==> src/rtl/cpu_defs.sv <==
// Shared CPU definitions: opcodes, store-entry layout and store lane formatting.
// The full store entry is {addr[AW-1:2], st_lane_t}; the address part depends on AW.
package cpu_defs;

  localparam logic [5:0] OP_SB  = 6'h28;
  localparam logic [5:0] OP_SW  = 6'h2b;
  localparam logic [5:0] OP_LBU = 6'h24;
  localparam logic [5:0] OP_LW  = 6'h23;
  localparam logic [5:0] OP_JAL = 6'h03;
  localparam logic [5:0] OP_LUI = 6'h0f;

  typedef struct packed {
    logic [31:0] wdata;
    logic [3:0]  be;
  } st_lane_t;

  localparam int LANE_W = $bits(st_lane_t);

  typedef enum logic {
    DRAIN_IDLE,
    DRAIN_BUSY
  } drain_state_t;

  function automatic logic is_store_op(input logic [5:0] op);
    return (op == OP_SB) || (op == OP_SW);
  endfunction

  // A byte store is replicated to all lanes so memory only needs the byte enable.
  function automatic st_lane_t format_store(input logic [5:0]  op,
                                            input logic [1:0]  lane,
                                            input logic [31:0] data);
    st_lane_t f;
    if (op == OP_SB) begin
      f.wdata = {4{data[7:0]}};
      f.be    = 4'b0001 << lane;
    end else begin
      f.wdata = data;
      f.be    = 4'hf;
    end
    return f;
  endfunction

endpackage

==> src/rtl/dm_store_unit_fifo.sv <==
// Register FIFO for the store buffer with count and per-entry valid/address taps
// so the top level can compare every pending entry against a load address.
module store_fifo #(
  parameter int DEPTH = 4,
  parameter int WIDTH = 66,
  parameter int TAP_W = 30
) (
  input  logic                          clk,
  input  logic                          rst_n,
  input  logic                          push,
  input  logic                          pop,
  input  logic [WIDTH-1:0]              wr_data,
  output logic [WIDTH-1:0]              rd_data,
  output logic [$clog2(DEPTH):0]        count,
  output logic [DEPTH-1:0]              valid,
  output logic [DEPTH-1:0][TAP_W-1:0]   tap_addr
);

  localparam int PTR_W = $clog2(DEPTH);

  logic [WIDTH-1:0] mem [DEPTH];
  logic [PTR_W-1:0] wr_ptr;
  logic [PTR_W-1:0] rd_ptr;

  // NOTE: the storage array has no reset; validity comes from count and the pointers,
  // and the top masks the head fields while nothing is pending.
  always_ff @(posedge clk) begin
    if (push) mem[wr_ptr] <= wr_data;
  end

  // NOTE: sequential state uses non-blocking assignments so every register samples
  // pre-edge values regardless of process ordering.
  always_ff @(posedge clk or negedge rst_n) begin
    if (!rst_n) begin
      wr_ptr <= '0;
      rd_ptr <= '0;
      count  <= '0;
    end else begin
      if (push) wr_ptr <= wr_ptr + 1'b1;
      if (pop)  rd_ptr <= rd_ptr + 1'b1;
      case ({push, pop})
        2'b10:   count <= count + 1'b1;
        2'b01:   count <= count - 1'b1;
        default: count <= count;
      endcase
    end
  end

  assign rd_data = mem[rd_ptr];

  // Entry i is pending when its distance from the read pointer is below count.
  always_comb begin
    valid    = '0;
    tap_addr = '0;
    for (int i = 0; i < DEPTH; i++) begin
      valid[i]    = {1'b0, PTR_W'(i) - rd_ptr} < count;
      tap_addr[i] = mem[i][WIDTH-1 -: TAP_W];
    end
  end

endmodule

==> src/rtl/dm_store_unit.sv <==
// Store unit: formats sb/sw data into byte lanes, buffers stores and drains them to
// data memory over req/ack, and flags loads that alias a pending store word.
module dm_store_unit
  import cpu_defs::*;
#(
  parameter int DEPTH = 4,
  parameter int AW    = 32
) (
  input  logic          clk,
  input  logic          rst_n,
  input  logic          st_valid,
  input  logic [5:0]    st_op,
  input  logic [AW-1:0] st_addr,
  input  logic [31:0]   st_data,
  output logic          st_stall,
  input  logic          ld_check,
  input  logic [AW-1:0] ld_addr,
  output logic          ld_hit,
  output logic          dm_req,
  output logic [AW-1:0] dm_addr,
  output logic [31:0]   dm_wdata,
  output logic [3:0]    dm_be,
  input  logic          dm_ack,
  output logic          sb_empty
);

  localparam int CNT_W   = $clog2(DEPTH) + 1;
  localparam int WA_W    = AW - 2;
  localparam int ENTRY_W = WA_W + LANE_W;

  logic                       is_store;
  logic                       full;
  logic                       push;
  logic                       pop;
  st_lane_t                   lane_fmt;
  st_lane_t                   head_lane;
  logic [ENTRY_W-1:0]         wr_entry;
  logic [ENTRY_W-1:0]         head_entry;
  logic [WA_W-1:0]            head_waddr;
  logic [CNT_W-1:0]           count;
  logic [DEPTH-1:0]           valid;
  logic [DEPTH-1:0][WA_W-1:0] tap_addr;
  logic                       hit_any;
  logic                       ld_lane_unused;
  drain_state_t               state, state_nxt;

  assign is_store = is_store_op(st_op);
  assign full     = (count == CNT_W'(DEPTH));
  // A full buffer stalls even when the head pops this cycle; this keeps stall off the ack path.
  assign st_stall = full & st_valid & is_store;
  assign push     = st_valid & is_store & ~full;
  assign pop      = dm_req & dm_ack;
  assign sb_empty = (count == '0);

  assign lane_fmt = format_store(st_op, st_addr[1:0], st_data);
  assign wr_entry = {st_addr[AW-1:2], lane_fmt};

  store_fifo #(
    .DEPTH (DEPTH),
    .WIDTH (ENTRY_W),
    .TAP_W (WA_W)
  ) u_fifo (
    .clk      (clk),
    .rst_n    (rst_n),
    .push     (push),
    .pop      (pop),
    .wr_data  (wr_entry),
    .rd_data  (head_entry),
    .count    (count),
    .valid    (valid),
    .tap_addr (tap_addr)
  );

  always_ff @(posedge clk or negedge rst_n) begin
    if (!rst_n) state <= DRAIN_IDLE;
    else        state <= state_nxt;
  end

  // NOTE: every output of this block gets a default first so no path infers a latch.
  always_comb begin
    state_nxt = state;
    dm_req    = 1'b0;
    case (state)
      DRAIN_IDLE: begin
        if (push) state_nxt = DRAIN_BUSY;
      end
      DRAIN_BUSY: begin
        dm_req = 1'b1;
        if (pop && (count == CNT_W'(1)) && !push) state_nxt = DRAIN_IDLE;
      end
      default: state_nxt = DRAIN_IDLE;
    endcase
  end

  assign head_waddr = head_entry[ENTRY_W-1 -: WA_W];
  assign head_lane  = st_lane_t'(head_entry[LANE_W-1:0]);

  assign dm_addr  = dm_req ? {head_waddr, 2'b00} : '0;
  assign dm_wdata = dm_req ? head_lane.wdata     : '0;
  assign dm_be    = dm_req ? head_lane.be        : '0;

  // Word-granular compare; the entry popping this cycle is still valid and still hits.
  always_comb begin
    hit_any = 1'b0;
    for (int i = 0; i < DEPTH; i++) begin
      if (valid[i] && (tap_addr[i] == ld_addr[AW-1:2])) hit_any = 1'b1;
    end
  end

  assign ld_hit         = ld_check & hit_any;
  assign ld_lane_unused = ^ld_addr[1:0];

endmodule

==> config.mk <==
export PLATFORM = sky130hd
export DESIGN_NAME = dm_store_unit
export DESIGN_NICKNAME = d
export VERILOG_FILES = /design/src/rtl/cpu_defs.sv /design/src/rtl/dm_store_unit_fifo.sv /design/src/rtl/dm_store_unit.sv
export SDC_FILE = /design/constraint.sdc
export NUM_CORES = 1
export LEC_CHECK = 0
export CAP_MARGIN = 15
export CORE_ASPECT_RATIO = 2
export CORE_MARGIN = 1.5
export CORE_UTILIZATION = 40
export CTS_BUF_LIST = sky130_fd_sc_hd__clkbuf_8
export CTS_CLUSTER_SIZE = 14
export DETAILED_ROUTE_END_ITERATION = 12
export PLACE_DENSITY_LB_ADDON = 0.15
export SLEW_MARGIN = 20
export SYNTH_ARGS = -nofsm -noshare
export SYNTH_HDL_FRONTEND = slang
export SYNTH_SLANG_ARGS = --single-unit
==> constraint.sdc <==
create_clock -name clk -period 8.5 [get_ports clk]
set_clock_uncertainty 0.05 [all_clocks]
set_input_delay 1.7 -clock clk [delete_from_list [all_inputs] [get_ports clk]]
set_output_delay 1.7 -clock clk [all_outputs]
set_load 0.05 [all_outputs]
==> impl_metrics.env, run 1 <==
export IMPL_cp_max_fo=4
export IMPL_design_core_area_um2=30100
export IMPL_num_nets_final=1036
export IMPL_worst_hold_slack_ps=516
export IMPL_worstHoldStart="u_fifo.count[1]"
export IMPL_gpl_final_weighted_congestion=0.850
export IMPL_syn_inst=721
export IMPL_layout_cell_area_non_filler_um2=15000
export IMPL_hold_viol=0
export IMPL_path_delay_family="buffers and inverters"
export IMPL_standard_cell_area_after_detailed_placement_um2=14300
export IMPL_maximum_number_of_pins_on_one_net_before_global_route_repair=48
export IMPL_timing_critical_path_cells="clkdlybuf4s50_1, xor2_1, nor4_1, nand4_1, a2111oi_0, or4_1, clkdlybuf4s50_1"
export IMPL_cts_buffers=39
export IMPL_cts_buffer_depth=3
export IMPL_die_h_um=250
export IMPL_timing_setup_critical_path_class="input pin to output port"
export IMPL_route_antenna_remaining_nets=0
export IMPL_drc_errors=0
export IMPL_slew_limit_headroom=0.336
export IMPL_critical_path_reg2reg_startpoint="u_fifo.count[1]"
export IMPL_slew_viol_final=0
export IMPL_status="finished clean"
export IMPL_die_width_um=127
export IMPL_internal_power_w=0.00252
export IMPL_final_layout_size_suffix_gt1_frac=0.148
export IMPL_htree_levels=2
export IMPL_synth_warnings=0
export IMPL_highest_clock_rate_ghz=0.153
export IMPL_hp_class="flip-flop to flip-flop"
export IMPL_synth_yosys_seq_area_share=0.665
export IMPL_cts_reportedPaths_clkPinSlew_ps=70
export IMPL_place_detailed_instances=1243
export IMPL_syn_to_final_growth_pct=23.0
export IMPL_hold_buffers=0
export IMPL_cp_required_ps=6750
export IMPL_met2WireLength_um=18700
export IMPL_met3_length_um=1210
export IMPL_worst_setup_path_start_kind="input pin"
export IMPL_ys_ff_latch=272
export IMPL_start_util=0.406
export IMPL_final_period_utilization=0.771
export IMPL_number_of_antenna_violations_at_the_first_check_in_global_routing=5
export IMPL_cts_resized=0
export IMPL_io_pins=179
export IMPL_fin_tns_setup_ps=0
export IMPL_timing_critical_path_arrival_ps=4810
export IMPL_netlist_cell_type_count=31
export IMPL_via_count_of_the_first_global_routing_pass=7516
export IMPL_detail_route_iter0_violations=446
export IMPL_combPwrFrac=0.331
export IMPL_detail_route_wirelength_um=31800
export IMPL_fp_row_count=90
export IMPL_dpl_hpwl_um=22300
export IMPL_setup_viol_count_final=0
export IMPL_power_static_leakage_nw=5.13
export IMPL_clock_power_share=0.244
export IMPL_synth_area_top_cells="sky130_fd_sc_hd__edfxtp_1 (65%), sky130_fd_sc_hd__mux4_2 (12%), sky130_fd_sc_hd__xor2_1 (8.1%)"
export IMPL_post_layout_nonfiller_instances=1312
export IMPL_detailedRoute_firstPassIterationCount=4
export IMPL_clk_latency_ps=530
export IMPL_worst_slew_pin_transition_ps=994
export IMPL_cts_root_buf="sky130_fd_sc_hd__clkbuf_8"
export IMPL_detailroute_via_count=6832
export IMPL_vdd_drop_max_uv=150
export IMPL_layout_commonest_cell="sky130_fd_sc_hd__edfxtp_1"
export IMPL_avgViaCountPerCell=5.21
export IMPL_route_detailed_wl_per_inst_um=24.2
export IMPL_mostFrequentLayoutCells="sky130_fd_sc_hd__edfxtp_1 (264), sky130_fd_sc_hd__clkdlybuf4s50_1 (174), sky130_fd_sc_hd__xor2_1 (113)"
export IMPL_max_cap_viol_count=0
export IMPL_synth_top_cell_by_area="sky130_fd_sc_hd__edfxtp_1"
export IMPL_power_net_switching_w=0.00130
export IMPL_crit_slowest_cell="sky130_fd_sc_hd__clkdlybuf4s50_1"
export IMPL_powerDensity_nw_per_um2=254
export IMPL_finish_utilization=0.500
export IMPL_grt_setup_unrepaired="false"
export IMPL_swShare=0.340
export IMPL_met1_length_um=10700
export IMPL_grtUsageTotal=0.206
export IMPL_timing_critical_path_from="ld_addr[29]"
export IMPL_buffer_ports_inserted=174
export IMPL_globalRouteOverflowTotal=0
export IMPL_dieArea_um2=31700
export IMPL_finalCriticalPeriod_ps=6560
export IMPL_cp_num_buf_inv=2
export IMPL_seq_power_share=0.425
export IMPL_fillers=2620
export IMPL_syn_avg_cell_area_um2=16.9
export IMPL_critPathMostFrequentCell="sky130_fd_sc_hd__clkdlybuf4s50_1"
export IMPL_mapped_cell_area_um2=12200
export IMPL_clock_tree_from_tritoncts="yes"
export IMPL_postCtsSetupRepairBufs=0
export IMPL_tritoncts_num_sinks=272
export IMPL_worst_path_largest_cell_delay_ps=800
export IMPL_critical_path_endpoint_type="output port"
export IMPL_maxUsedRoutingLayer="met5"
export IMPL_grt_first_pass_wirelength_um=47100
export IMPL_yosysTopAreaCellShare=0.649
-- worst register-to-register path: stages, from the launching register on --
cell and delay [ps]:
sky130_fd_sc_hd__dfrtp_1 390, sky130_fd_sc_hd__inv_1 160, sky130_fd_sc_hd__ha_1 260, sky130_fd_sc_hd__a21oi_2 380
sky130_fd_sc_hd__and2_4 560, sky130_fd_sc_hd__buf_4 610
-- power by group through the flow --
stage	Combinational (W)	Clock [W]	Sequential, W
global route	0.00134	0.00101	0.00164
global placement	0.00128	0	0.00166
floorplan	0.000966	0	0.00155
finish	0.00126	0.000932	0.00162
CTS	0.00128	0.000963	0.00163
detailed placement	0.00128	0	0.00166
-- cells in the mapped netlist --
cell type                   number
sky130_fd_sc_hd__nor4_1         18
sky130_fd_sc_hd__nor3_1          4
sky130_fd_sc_hd__ha_1           13
sky130_fd_sc_hd__inv_1           7
sky130_fd_sc_hd__nand2_1        65
sky130_fd_sc_hd__buf_2           8
sky130_fd_sc_hd__a2111oi_0       4
sky130_fd_sc_hd__a21oi_2         1
sky130_fd_sc_hd__conb_1          1
sky130_fd_sc_hd__mux4_2         66
sky130_fd_sc_hd__clkbuf_1       15
sky130_fd_sc_hd__a21o_1          1
sky130_fd_sc_hd__nand4_1         8
sky130_fd_sc_hd__o21ai_0         1
sky130_fd_sc_hd__buf_6           3
sky130_fd_sc_hd__and4bb_2        1
sky130_fd_sc_hd__edfxtp_1      264
sky130_fd_sc_hd__or4_1           1
sky130_fd_sc_hd__a21oi_1         6
sky130_fd_sc_hd__mux2i_1         1
sky130_fd_sc_hd__nand3_1         5
sky130_fd_sc_hd__dfrtp_1         8
sky130_fd_sc_hd__and2_1         72
sky130_fd_sc_hd__nor2b_1         1
sky130_fd_sc_hd__xor2_1        113
sky130_fd_sc_hd__nor4_2          6
sky130_fd_sc_hd__xnor2_1        15
sky130_fd_sc_hd__buf_4           2
sky130_fd_sc_hd__o21ai_1         4
sky130_fd_sc_hd__nor2_1          3
sky130_fd_sc_hd__inv_2           4
-- sequential cells by signal (all words and copies together) (netlist names) --
register,cells
u_fifo.rd_ptr,2
u_fifo.wr_ptr,2
u_fifo.mem,264
state,1
u_fifo.count,3
-- through the flow --
step	worst slack, ps	power (W)
CTS	1900	0.00387
finish	1940	0.00382
floorplan	3800	0.00251
detailed placement	1910	0.00294
global route	1850	0.00399
global placement	1920	0.00294
-- per-layer routing --
| metal | vias up | global-route usage |
|---|---|---|
| met5 | - | 0 |
| met4 | 6 | 0.0854 |
| met1 | 3458 | 0.213 |
| met3 | 55 | 0.0310 |
| li1 | 3128 | - |
| met2 | 185 | 0.404 |
-- logic make-up (layout without fill, tap and decap cells) --
kind of cell,Yosys count,count (layout),share of synthesized area
DFF,272,272,0.665
and+or+nand+nor,184,184,0.0830
xor gates and xnor gates,128,128,0.0917
muxes,67,67,0.122
buffers and inverters,39,259,0.0153
AOI/OAI and AO/OA,17,17,0.00870
adders and majority gates,13,13,0.0133
other,1,4,0.000307
-- area by class of cell --
class | count | area, um2 | area share
clock buffers | 42 | 578 | 0.0384
flip-flops and latches | 272 | 8130 | 0.541
multi-input cells | 411 | 3920 | 0.261
clock inverters | 25 | 103 | 0.00682
well taps | 368 | 460 | 0.0306
repair buffers | 181 | 1790 | 0.119
inverters | 11 | 41.3 | 0.00275
diodes | 2 | 5.00 | 0.000333
-- final timing paths --
path                                endpoint  slack [ps]  depth (start not counted)
max                                   ld_hit        1940                          7
min                          u_fifo.count[1]         520                          2
max reg2reg                u_fifo.mem[2][62]        5670                          5
min reg2reg                  u_fifo.count[1]         520                          2
max in group asynchronous   u_fifo.rd_ptr[0]        6650                          1
min in group asynchronous   u_fifo.wr_ptr[0]        1420                          1
No activity file was read; power rests on OpenSTA's default activity.
==> inputs of run 2 (changes only) <==
- clock period: 8.5 -> 5.3 ns (I/O delays scaled with it)
==> impl_metrics.env, run 2 (same netlist as run 1, synthesis figures left out) <==
export IMPL_postCtsSetupRepairBufs=0
export IMPL_hp_class="flip-flop to flip-flop"
export IMPL_seqCellArea_um2=8130
export IMPL_avgViaCountPerCell=5.15
export IMPL_maximum_number_of_pins_on_one_net_before_global_route_repair=41
export IMPL_crit_slowest_cell="sky130_fd_sc_hd__clkdlybuf4s50_1"
export IMPL_power_net_switching_w=0.00211
export IMPL_swShare=0.333
export IMPL_cts_buffer_depth=3
export IMPL_path_delay_family="simple AND/OR/NAND/NOR gates"
export IMPL_design_power_total_w=0.00633
export IMPL_cp_max_fo=4
export IMPL_slew_limit_headroom=0.331
export IMPL_critical_path_endpoint_type="output port"
export IMPL_clock_power_share=0.264
export IMPL_worst_hold_slack_ps=472
export IMPL_powerDensity_nw_per_um2=415
export IMPL_num_nets_final=1042
export IMPL_via_count_of_the_first_global_routing_pass=7498
export IMPL_detailroute_via_count=6818
export IMPL_syn_to_final_growth_pct=24.9
export IMPL_final_period_utilization=0.850
export IMPL_fp_row_count=90
export IMPL_largest_registers="u_fifo.mem (264), u_fifo.count (3)"
export IMPL_gpl_final_weighted_congestion=0.853
export IMPL_cts_root_buf="sky130_fd_sc_hd__clkbuf_8"
export IMPL_detail_route_wirelength_um=31700
export IMPL_timing_critical_path_arrival_ps=3390
export IMPL_timing_hold_worst_endpoint="u_fifo.count[1]"
export IMPL_layout_commonest_cell="sky130_fd_sc_hd__edfxtp_1"
export IMPL_setup_viol_count_final=0
export IMPL_die_h_um=250
export IMPL_grtUsageTotal=0.206
export IMPL_detailedRoute_firstPassIterationCount=4
export IMPL_route_detailed_wl_per_inst_um=23.9
export IMPL_design_core_area_um2=30100
export IMPL_seq_power_share=0.405
export IMPL_internal_power_w=0.00422
export IMPL_r2r_setup_slack_ps=2800
export IMPL_post_layout_nonfiller_instances=1324
export IMPL_route_antenna_remaining_nets=0
export IMPL_worst_path_largest_cell_delay_ps=530
export IMPL_cts_resized=0
export IMPL_register_bank_with_the_most_flops="u_fifo.mem"
export IMPL_timing_critical_path_cells="clkdlybuf4s50_1, xor2_1, nor4_1, nand4_1, a2111oi_0, or4_1, buf_4"
export IMPL_buffer_ports_inserted=174
export IMPL_max_cap_viol_count=0
export IMPL_tritoncts_num_sinks=272
export IMPL_cts_reportedPaths_clkPinSlew_ps=50
export IMPL_finish_utilization=0.508
export IMPL_clk_latency_ps=560
export IMPL_start_util=0.406
export IMPL_worstHoldStart="u_fifo.count[1]"
export IMPL_grt_first_pass_wirelength_um=46500
export IMPL_power_static_leakage_nw=5.24
export IMPL_slew_viol_final=0
export IMPL_cp_required_ps=4190
export IMPL_critical_path_reg2reg_startpoint="u_fifo.count[0]"
export IMPL_globalRouteOverflowTotal=0
export IMPL_hold_buffers=0
export IMPL_timing_setup_critical_path_class="input pin to output port"
export IMPL_vdd_drop_max_uv=267
export IMPL_dieArea_um2=31700
export IMPL_detail_route_iter0_violations=341
export IMPL_io_pins=179
export IMPL_worst_r2r_cell_count=5
export IMPL_number_of_antenna_violations_at_the_first_check_in_global_routing=5
export IMPL_finalCriticalPeriod_ps=4500
export IMPL_fin_tns_setup_ps=0
export IMPL_combPwrFrac=0.332
export IMPL_highest_clock_rate_ghz=0.222
export IMPL_multi_input_comb_area_um2=3920
export IMPL_fillers=2597
export IMPL_drc_errors=0
export IMPL_grt_setup_unrepaired="false"
export IMPL_largest_reg_flops=264
export IMPL_worst_setup_path_start_kind="input pin"
export IMPL_die_width_um=127
export IMPL_hold_viol=0
export IMPL_cts_buffers=41
export IMPL_htree_levels=2
export IMPL_dpl_hpwl_um=22400
export IMPL_mostFrequentLayoutCells="sky130_fd_sc_hd__edfxtp_1 (264), sky130_fd_sc_hd__clkdlybuf4s50_1 (173), sky130_fd_sc_hd__xor2_1 (113)"
export IMPL_status="finished clean"
export IMPL_r2r_end="u_fifo.mem[0][41]"
export IMPL_final_layout_size_suffix_gt1_frac=0.157
export IMPL_clock_tree_from_tritoncts="yes"
export IMPL_cp_num_buf_inv=2
export IMPL_worst_slew_pin_transition_ps=1000
export IMPL_place_detailed_instances=1247
export IMPL_hold_depth=2
[run 2: worst max path at each step]
stage	slack (ps)	depth (start not counted)	startpoint	to
6_report	800	7	ld_addr[26]	ld_hit
3_5_place_dp	780	7	ld_addr[26]	ld_hit
3_3_place_gp	810	8	ld_addr[29]	ld_hit
4_1_cts	770	7	ld_addr[25]	ld_hit
2_1_floorplan	1500	4	st_op[2]	u_fifo.mem[0][0]
5_1_grt	720	7	ld_addr[26]	ld_hit
[run 2: cell type report]
cell class	instances	area share
sequential	272	0.533
multi-input combinational	411	0.257
timing repair buffer	185	0.124
clock buffer	49	0.0442
tap	368	0.0302
clock inverter	25	0.00828
inverter	11	0.00271
antenna	3	0.000492
[run 2: power by group through the flow]
stage | Sequential (W) | Combinational [W] | Clock [W]
after floorplan | 0.00248 | 0.00155 | 0
after global placement | 0.00261 | 0.00214 | 0
after detailed placement | 0.00261 | 0.00214 | 0
after CTS | 0.00257 | 0.00214 | 0.00171
after global routing | 0.00258 | 0.00224 | 0.00180
final | 0.00256 | 0.00210 | 0.00167
[run 2: metal layers]
metal / vias to the layer above / share of wire / GRT usage
met3: 64 / 0.042 / 0.0397
met2: 197 / 0.57 / 0.391
li1: 3145 / - / -
met4: 4 / 0.052 / 0.109
met5: - / 0.00076 / 0
met1: 3408 / 0.34 / 0.207
[run 2: worst reg2reg max path, delay by kind of cell, from the launching register on]
kind	cells	cell delay, ps
adders and majority gates	1	250
DFF	1	460
buffers and inverters	2	450
AOI/OAI and AO/OA	1	370
and+or+nand+nor	1	600
[run 2: metrics by stage]
step / setup slack, ps / area (um2)
2_1_floorplan: 1500 / 12200
3_3_place_gp: 813 / 14500
3_5_place_dp: 781 / 14500
4_1_cts: 768 / 15300
5_1_grt: 719 / 15300
6_report: 797 / 15300
